<file path="src/rtl/arbitro_rr.sv">
// arbitro_rr: drains N_IN FWFT input FIFOs into 2^DEST_W output FIFOs,
// round-robin or fixed priority, with one-slot hold-off and a word counter.
module arbitro_rr #(
    parameter int DATA_W  = 10,
    parameter int DEST_W  = 2,
    parameter int N_IN    = 4,
    parameter int RR_MODE = 1,
    parameter int CNT_W   = 16
) (
    input  logic                             clk,
    input  logic                             reset_L,
    input  logic [N_IN*DATA_W-1:0]           data_in,
    input  logic [N_IN-1:0]                  empty,
    input  logic [(2**DEST_W)-1:0]           full,
    output logic [N_IN-1:0]                  rd,
    output logic [(2**DEST_W)*DATA_W-1:0]    data_out,
    output logic [(2**DEST_W)-1:0]           wr,
    output logic [$clog2(N_IN)-1:0]          grant_id,
    output logic [DEST_W-1:0]                last_dest,
    output logic                             valid_grant,
    output logic [CNT_W-1:0]                 word_count
);

    localparam int N_OUT = 2 ** DEST_W;
    localparam int ID_W  = $clog2(N_IN);

    logic [ID_W-1:0]   ptr;
    logic [ID_W-1:0]   sel_id;
    logic [ID_W-1:0]   ptr_nxt;
    logic              sel_vld;
    logic [DEST_W-1:0] sel_dest;
    logic [N_IN-1:0]   hold_in;
    logic [N_OUT-1:0]  hold_dest;
    logic [N_IN-1:0]   eligible;
    logic [DEST_W-1:0] dest [N_IN];

    always_comb begin
        for (int i = 0; i < N_IN; i++) begin
            dest[i]     = data_in[i*DATA_W + DATA_W - 1 -: DEST_W];
            eligible[i] = !empty[i] && !hold_in[i] &&
                          !full[dest[i]] && !hold_dest[dest[i]];
        end
    end

    // Scan starts at ptr in round-robin mode, at input 0 otherwise.
    always_comb begin
        sel_vld = 1'b0;
        sel_id  = '0;
        for (int k = 0; k < N_IN; k++) begin
            int j;
            j = (RR_MODE != 0) ? int'(ptr) + k : k;
            if (j >= N_IN) j = j - N_IN;
            if (!sel_vld && eligible[j]) begin
                sel_vld = 1'b1;
                sel_id  = ID_W'(j);
            end
        end
        sel_dest = dest[sel_id];
        ptr_nxt  = (sel_id == ID_W'(N_IN - 1)) ? '0 : sel_id + ID_W'(1);
    end

    always_ff @(posedge clk) begin
        if (!reset_L) begin
            rd          <= '0;
            wr          <= '0;
            data_out    <= '0;
            grant_id    <= '0;
            last_dest   <= '0;
            valid_grant <= 1'b0;
            word_count  <= '0;
            ptr         <= '0;
            hold_in     <= '0;
            hold_dest   <= '0;
        end else begin
            rd          <= '0;
            wr          <= '0;
            valid_grant <= 1'b0;
            hold_in     <= '0;
            hold_dest   <= '0;
            if (sel_vld) begin
                rd[sel_id]   <= 1'b1;
                wr[sel_dest] <= 1'b1;
                data_out[int'(sel_dest)*DATA_W +: DATA_W]
                    <= data_in[int'(sel_id)*DATA_W +: DATA_W];
                grant_id     <= sel_id;
                last_dest    <= sel_dest;
                valid_grant  <= 1'b1;
                word_count   <= word_count + CNT_W'(1);
                // Mask both ends while the FIFOs consume this handshake.
                hold_in[sel_id]     <= 1'b1;
                hold_dest[sel_dest] <= 1'b1;
                if (RR_MODE != 0) ptr <= ptr_nxt;
            end
        end
    end

endmodule

</file>
<file path="config.mk">
export PLATFORM = sky130hd
export DESIGN_NAME = arbitro_rr
export DESIGN_NICKNAME = d
export VERILOG_FILES = /design/src/rtl/arbitro_rr.sv
export SDC_FILE = /design/constraint.sdc
export NUM_CORES = 1
export LEC_CHECK = 0
export CAP_MARGIN = 10
export CORE_MARGIN = 2
export CORE_UTILIZATION = 52
export CTS_BUF_LIST = sky130_fd_sc_hd__clkbuf_8
export CTS_CLUSTER_SIZE = 16
export DETAILED_ROUTE_END_ITERATION = 10
export PLACE_DENSITY = 0.88
export SLEW_MARGIN = 20
export SYNTH_ARGS = -nofsm -noshare
export SYNTH_HDL_FRONTEND = slang
export SYNTH_SLANG_ARGS = --single-unit
</file>
<file path="constraint.sdc">
create_clock -name clk -period 9.4 [get_ports clk]
set_clock_uncertainty 0.15 [all_clocks]
set_input_delay 1.41 -clock clk [delete_from_list [all_inputs] [get_ports clk]]
set_output_delay 1.41 -clock clk [all_outputs]
set_load 0.02 [all_outputs]
</file>
; ---- Word level (Yosys, flattened, before mapping)
; Cells that the tools add are included.
[word_totals]
out_inout_bits = 69
inputBits = 50
wordCells = 129
reg_bits = 71
[classes]
shift = 3
magnitude_cmp = 17
n_mul = 2
addsub = 10
n_reduce_logical = 37
n_bitwise = 1
n_mux = 50
n_eq_ne = 1
[ops]
columns = op, count
row1 = "32-bit by 4-bit less-than comparator with 1-bit output, second input constant", 4
row2 = 32-bit 2-to-1 mux, 4
row3 = 40-bit bitwise mux, 1
row4 = "10-bit by 33-bit variable shift with 40-bit output, first input constant", 1
row5 = 10-bit by 33-bit indexed part select with 40-bit output, 1
row6 = 40-bit by 7-bit indexed part select with 10-bit output, 1
row7 = 6-bit negation with 33-bit output, 1
row8 = 1-bit binary-select mux with 2-bit select, 12
row9 = 1-bit 2-to-1 mux, 23
row10 = 1-bit logical NOT, 19
row11 = "2-bit by 3-bit less-than comparator with 1-bit output, second input constant", 6
row12 = 1-bit logical AND, 17
row13 = "16-bit by 1-bit adder with 16-bit output, second input constant", 1
row14 = 2-bit 2-to-1 mux, 7
row15 = "3-bit >= comparator, second input constant", 4
row16 = "3-bit by 3-bit subtractor with 4-bit output, second input constant", 3
row17 = "2-bit by 3-bit multiplier with 5-bit output, second input constant", 2
row18 = "2-bit by 2-bit adder with 3-bit output, second input constant", 2
row19 = 2-bit binary-select mux with 2-bit select, 1
row20 = 1-bit demux with 2-bit select, 2
row21 = "2-bit by 1-bit >= comparator with 1-bit output, second input constant", 2
row22 = "2-bit by 3-bit subtractor with 4-bit output, second input constant", 1
row23 = "2-bit by 1-bit adder with 3-bit output, second input constant", 1
row24 = "2-bit by 3-bit >= comparator with 1-bit output, second input constant", 1
row25 = other kinds (4), 4

; ---- Longest topological paths before layout
[logic_depth]
word_depth = 26
mapped_depth = 16
ltp_nobuf = 14

; ---- Least setup slack after synthesis
; No wires, ideal clock.
[synth_timing]
path_type = input port to flip-flop
startpoint = input data_in[19]
endpoint = register data_out[27]
setup_time_ns = 0.075
n_path_buf = 2
path_slack_ns = 4.584
arrival_time_ns = 4.591
required_ns = 9.175
path_stages = 15
cell_sequence = nor3b_1 o32a_1 and2_1 a21o_1 a21oi_1 o22a_1 buf_2 mux2_2 inv_1 ha_1 clkbuf_1 clkinv_1 nor2_1 a41oi_1 o22ai_1
[synth_via]
elab_chain_len = 26
word_cells_on_any_way = 45
cone_classes = 1 x add/sub / 2 x mul / 3 x shift / 28 x mux / 1 x bitwise / 10 x reduce/logical
[synth_lines]
columns = item, line
row1 = "start, declared", 12  ; input logic [N_IN*DATA_W-1:0] data_in,
row2 = 1-bit binary-select mux with 2-bit select, 41  ; !full[dest[i]] && !hold_dest[dest[i]];
row3 = 1-bit 2-to-1 mux (not written as such), 41
row4 = 1-bit logical NOT, 41
row5 = 1-bit logical AND, 40  ; eligible[i] = !empty[i] && !hold_in[i] &&
row6 = 1-bit logical AND (*), 41
row7 = 1-bit binary-select mux with 2-bit select, 53  ; if (!sel_vld && eligible[j]) begin
row8 = 1-bit 2-to-1 mux (not written as such) (2 in a row), 53
row9 = 1-bit 2-to-1 mux, 53
row10 = (+9 left out), n/a
row11 = net sel_id[1], 28  ; logic [ID_W-1:0] sel_id;
row12 = 2-bit NOT with 3-bit output (not written as such) (*), 58  ; sel_dest = dest[sel_id];
row13 = 2-bit binary-select mux with 2-bit select (*), 58
row14 = 2-bit 2-to-1 mux (not written as such) (*) (2 in a row), 58
row15 = net sel_dest[1], 31  ; logic [DEST_W-1:0] sel_dest;
row16 = 2-bit by 3-bit multiplier with 5-bit output (*), 83  ; data_out[int'(sel_dest)*DATA_W +: DATA_W]
row17 = 6-bit negation with 33-bit output (*), 84  ; <= data_in[int'(sel_id)*DATA_W +: DATA_W];
row18 = 10-bit by 33-bit indexed part select with 40-bit output / 10-bit by 33-bit variable shift with 40-bit output (equally long branches), 83
row19 = 40-bit bitwise mux (*), 83
row20 = "end signal, assigned", 66  ; data_out <= '0;
row21 = "end, declared", 16  ; output logic [(2**DEST_W)*DATA_W-1:0] data_out,
; The timed path passes the listed nets; every way through them passes the cells marked *. The select of a mux whose other input is x is not followed.
; A chain may end at the register's enable or synchronous reset.

; ---- Worst setup path in the final report
[layout_timing]
startpoint = input data_in[38]
endpoint = register data_out[27]
[layout_via]
elab_chain_len = 26
word_cells_on_any_way = 45
cone_classes = 1 x add/sub / 2 x mul / 3 x shift / 28 x mux / 1 x bitwise / 10 x reduce/logical
[layout_lines]
columns = item, line
row1 = 1-bit binary-select mux with 2-bit select, 41
row2 = 1-bit 2-to-1 mux (not written as such), 41
row3 = 1-bit logical NOT, 41
row4 = 1-bit logical AND, 40
row5 = 1-bit logical AND, 41
row6 = 1-bit binary-select mux with 2-bit select, 53
row7 = 1-bit 2-to-1 mux (not written as such) (2 in a row), 53
row8 = 1-bit 2-to-1 mux, 53
row9 = (+9 left out), n/a
row10 = 2-bit NOT with 3-bit output (not written as such), 58
row11 = 2-bit binary-select mux with 2-bit select (*), 58
row12 = 2-bit 2-to-1 mux (not written as such) (*) (2 in a row), 58
row13 = net sel_dest[0], 31
row14 = 2-bit by 3-bit multiplier with 5-bit output (*), 83
row15 = 6-bit negation with 33-bit output (*), 84
row16 = 10-bit by 33-bit indexed part select with 40-bit output / 10-bit by 33-bit variable shift with 40-bit output (equally long branches), 83
row17 = 40-bit bitwise mux (*), 83
; Marks and branches as above.

==> impl_results.md <==
* Kind of critical path: in -> reg
* Part of the Yosys area used for sequential elements at 36.7%
* Clock tree from TritonCTS: built
* Placeable Area at 7180 um2
* Biggest cell delay along the critical path at 0.93 ns
* Worst min-delay path startpoint: data_out[18]
* Cell family contributing the most delay on the critical path: compound AO/OA/AOI/OAI gates
* Required time reported for the critical path endpoint at 9.53 ns
* Cell area after synthesis at 3810 um2
* Number of maximum-capacitance violations at 0
* H-tree depth at 3
* Worst-case register-to-register setup slack at 3.64 ns
* Layout cells sized above 1 at 7.75%
* Number of detailed-route iterations in the first pass at 5
* Non-filler instance count after layout at 654
* Critical path fanouts, max at 27
* Headroom to the max-slew limit at 39.1%
* Top-Level Pins at 119
* Number of hold-slack violations in the final timing report at 0
* Global-route wire length before repair at 17,600 um
* Clock Tree Root: clkbuf_8
* Effective utilization at floorplan at 53.1%
* Number of buffer and inverter instances along the worst setup path at 3
* Critical path, cell by cell: clkdlybuf4s50_1 > nor3_1 > a211oi_1 > a2111oi_2 > o31a_1 > o21ai_4 > mux2i_1 > mux2_2 > inv_1 > ha_1 > clkinv_1 > nor2_1 > a41oi_1 > o22ai_1
* Final sum of negative setup slack at 0 ns
* Insertion delay of the later-clocked pin in the worst-skew pair at 0.35 ns
* Dominant cell type by area after synthesis: dfxtp_1
* Min Clock Period, post-route at 6.95 ns
* Total length of routed wires at 11,400 um
* Leading register cell type out of synthesis: dfxtp_1
* Total grt overflow at 0
* Leakage power summed over all cells at 2.02 nW
* Worst Hold Class: reg -> reg
* Cell types occupying the most area after synthesis: dfxtp_1 37%, mux2i_1 6.8%, nor2_1 4.5%
* Unrepaired setup endpoints after global routing: false
* Reg2reg path depth at 13
* Total routing usage reported by global routing at 28.2%
* Cell count after synthesis at 446
* Multi-input gate area in the final layout at 2240 um2
* Count of different cell masters after synthesis at 62
* Post-route DRC at 0
* Antenna diode count at 0
* Detailed-route vias per instance at 5.90
* Worst slack at placement at 2.17 ns
* Die outline area at 8040 um2
* WP data arrival at 7.08 ns
* Power per Cell Area at 218 nW/um2
* Number of flops mapped to enable cells by yosys at 0
* Routability cong. at 0.926
* Actual transition at the worst max-transition pin at 0.911 ns
* Buffer levels on the longest clock path at 2
* Cells on Worst Hold Path at 2
* # fillers at 567
* Final antenna-violating net count at 0
* Number of global-route vias before repair at 3,571
* Most common cell after layout, fill and taps aside: clkdlybuf4s50_1
* Mapped Nets at 509
* Synth Area per Inst at 8.55 um2
* Status: completed
* Total number of vias at 3,858
* Seq cells post-synth at 70
* Number of sinks driven by the clock tree at 70
* Number of instances resized during post-cts repair at 0
* Clock transition time at the flip-flop clock pins of the worst setup and hold paths at 0.08 ns
* Post-synth top area share at 36.7%
* Asr flop ratio synth at 0%
* DRC marker count from the first detailed-route iteration at 292
* Largest net degree at the start of global routing at 38
* Capturing element type of the critical path: register
* Upper clock frequency limit at 144 MHz
* Worst path slowest cell: ha_1
* HPWL after detailed placement at 8300 um
* WL/cell at 17.5 um
* Reg area at 1400 um2
* Worst Hold Path EP: data_out[18]
* Postcts setup bufs at 0
* Final worst setup slack at 2.45 ns
* Pins Over Slew Limit at 0
* Width of the chip at 89.6 um
* Post-CTS Hold Buffers at 0
* Number of input and output port buffers inserted at 118
* Reg-to-reg startpoint: hold_dest[1]
* Fraction of the cycle the final worst path needs at 74.0%
* Endpoint of the worst-slack reg-to-reg timing path: data_out[27]
* NumNets Final at 614
* Most frequent cells in the layout: 118 x clkdlybuf4s50_1, 70 x dfxtp_1, 46 x nor2_1
* Final worst hold slack at 0.305 ns
* Worst IR Drop VDD at 0.000169 V
* Number of antenna violations at the first check in global routing at 0
* Launching element type of the critical path: input pin
* Post-Place Cells at 639
* Area growth syn-to-layout at 37.3%
* Die span in y at 89.6 um
* Number of rows created at floorplan at 31
* Power after layout at 1.14 mW
* Setup-failing EPs final at 0
* Warnings, synthesis at 0
* Number of CTS-inserted buffers at 9
-- state kept, by name, indices dropped and copies added (netlist names) --
name	count
last_dest	2
ptr	2
hold_dest	4
data_out	39
valid_grant	1
hold_in	4
word_count	16
grant_id	2
-- cells in the mapped netlist (all sizes together), types with 10 or more instances --
library cell   n
mux2          11
nor2          46
inv           10
dfxtp         70
nor3          17
mux2i         30
ha            13
clkbuf        20
nand2         45
xor2          12
o21ai         26
and3          11
a21oi         23
nand3         22
-- metal layers --
layer | share of wire (%) | routed length, um | GRT usage, % | vias up
met4 | 2.3 | 266 | 11.4 | 0
met1 | 41 | 4710 | 36.3 | 1807
met3 | 10 | 1170 | 8.14 | 30
li1 | - | - | - | 1822
met2 | 46 | 5280 | 44.6 | 199
met5 | 0 | 0 | 0 | -
-- report_power, final --
group          switching (mW)  total (mW)  internal (mW)
logic                   0.313       0.504          0.191
clock network           0.115       0.289          0.175
registers              0.0211       0.346          0.325
total                   0.449        1.14          0.690
-- layout make-up --
class,count,share of cell area (%)
clock buffer,9,2.37
sequential,70,26.8
clock inverter,6,2.13
multi-input combinational,339,42.7
timing repair buffer,120,22.8
inverter,11,0.789
tap,99,2.37
-- worst min-delay path, delay by kind of cell (launching register included) --
family	cells	cell delay, ns
compound gates	1	0.05
simple gates	1	0.05
flops	1	0.31
-- worst max-delay path by stage --
stage           startpoint      endpoint  slack [ns]  cells past startpoint
2_1_floorplan  data_in[19]  data_out[27]        4.58                     15
3_3_place_gp   data_in[38]  data_out[27]        2.50                     14
3_5_place_dp   data_in[38]  data_out[27]        2.17                     14
4_1_cts        data_in[38]  data_out[27]        2.55                     14
5_1_grt        data_in[28]  data_out[27]        2.08                     14
6_report       data_in[38]  data_out[27]        2.45                     14
-- logic make-up after synthesis --
logic type,count (synthesis),share of synthesized area [%]
muxes,41,11.7
DFF,70,36.7
buffers and inverters,37,4.56
and+or+nand+nor,176,22.4
xor gates and xnor gates,15,3.44
adders and majority gates,13,4.27
AOI/OAI and AO/OA,94,16.8
-- stage by stage --
step	cell area, um2	util (%)
after floorplan	3810	-
after global placement	5000	69.7
after detailed placement	5000	69.7
after CTS	5240	73.0
after global routing	5240	73.0
final	5240	73.0
No activity file was read; power rests on OpenSTA's default activity.
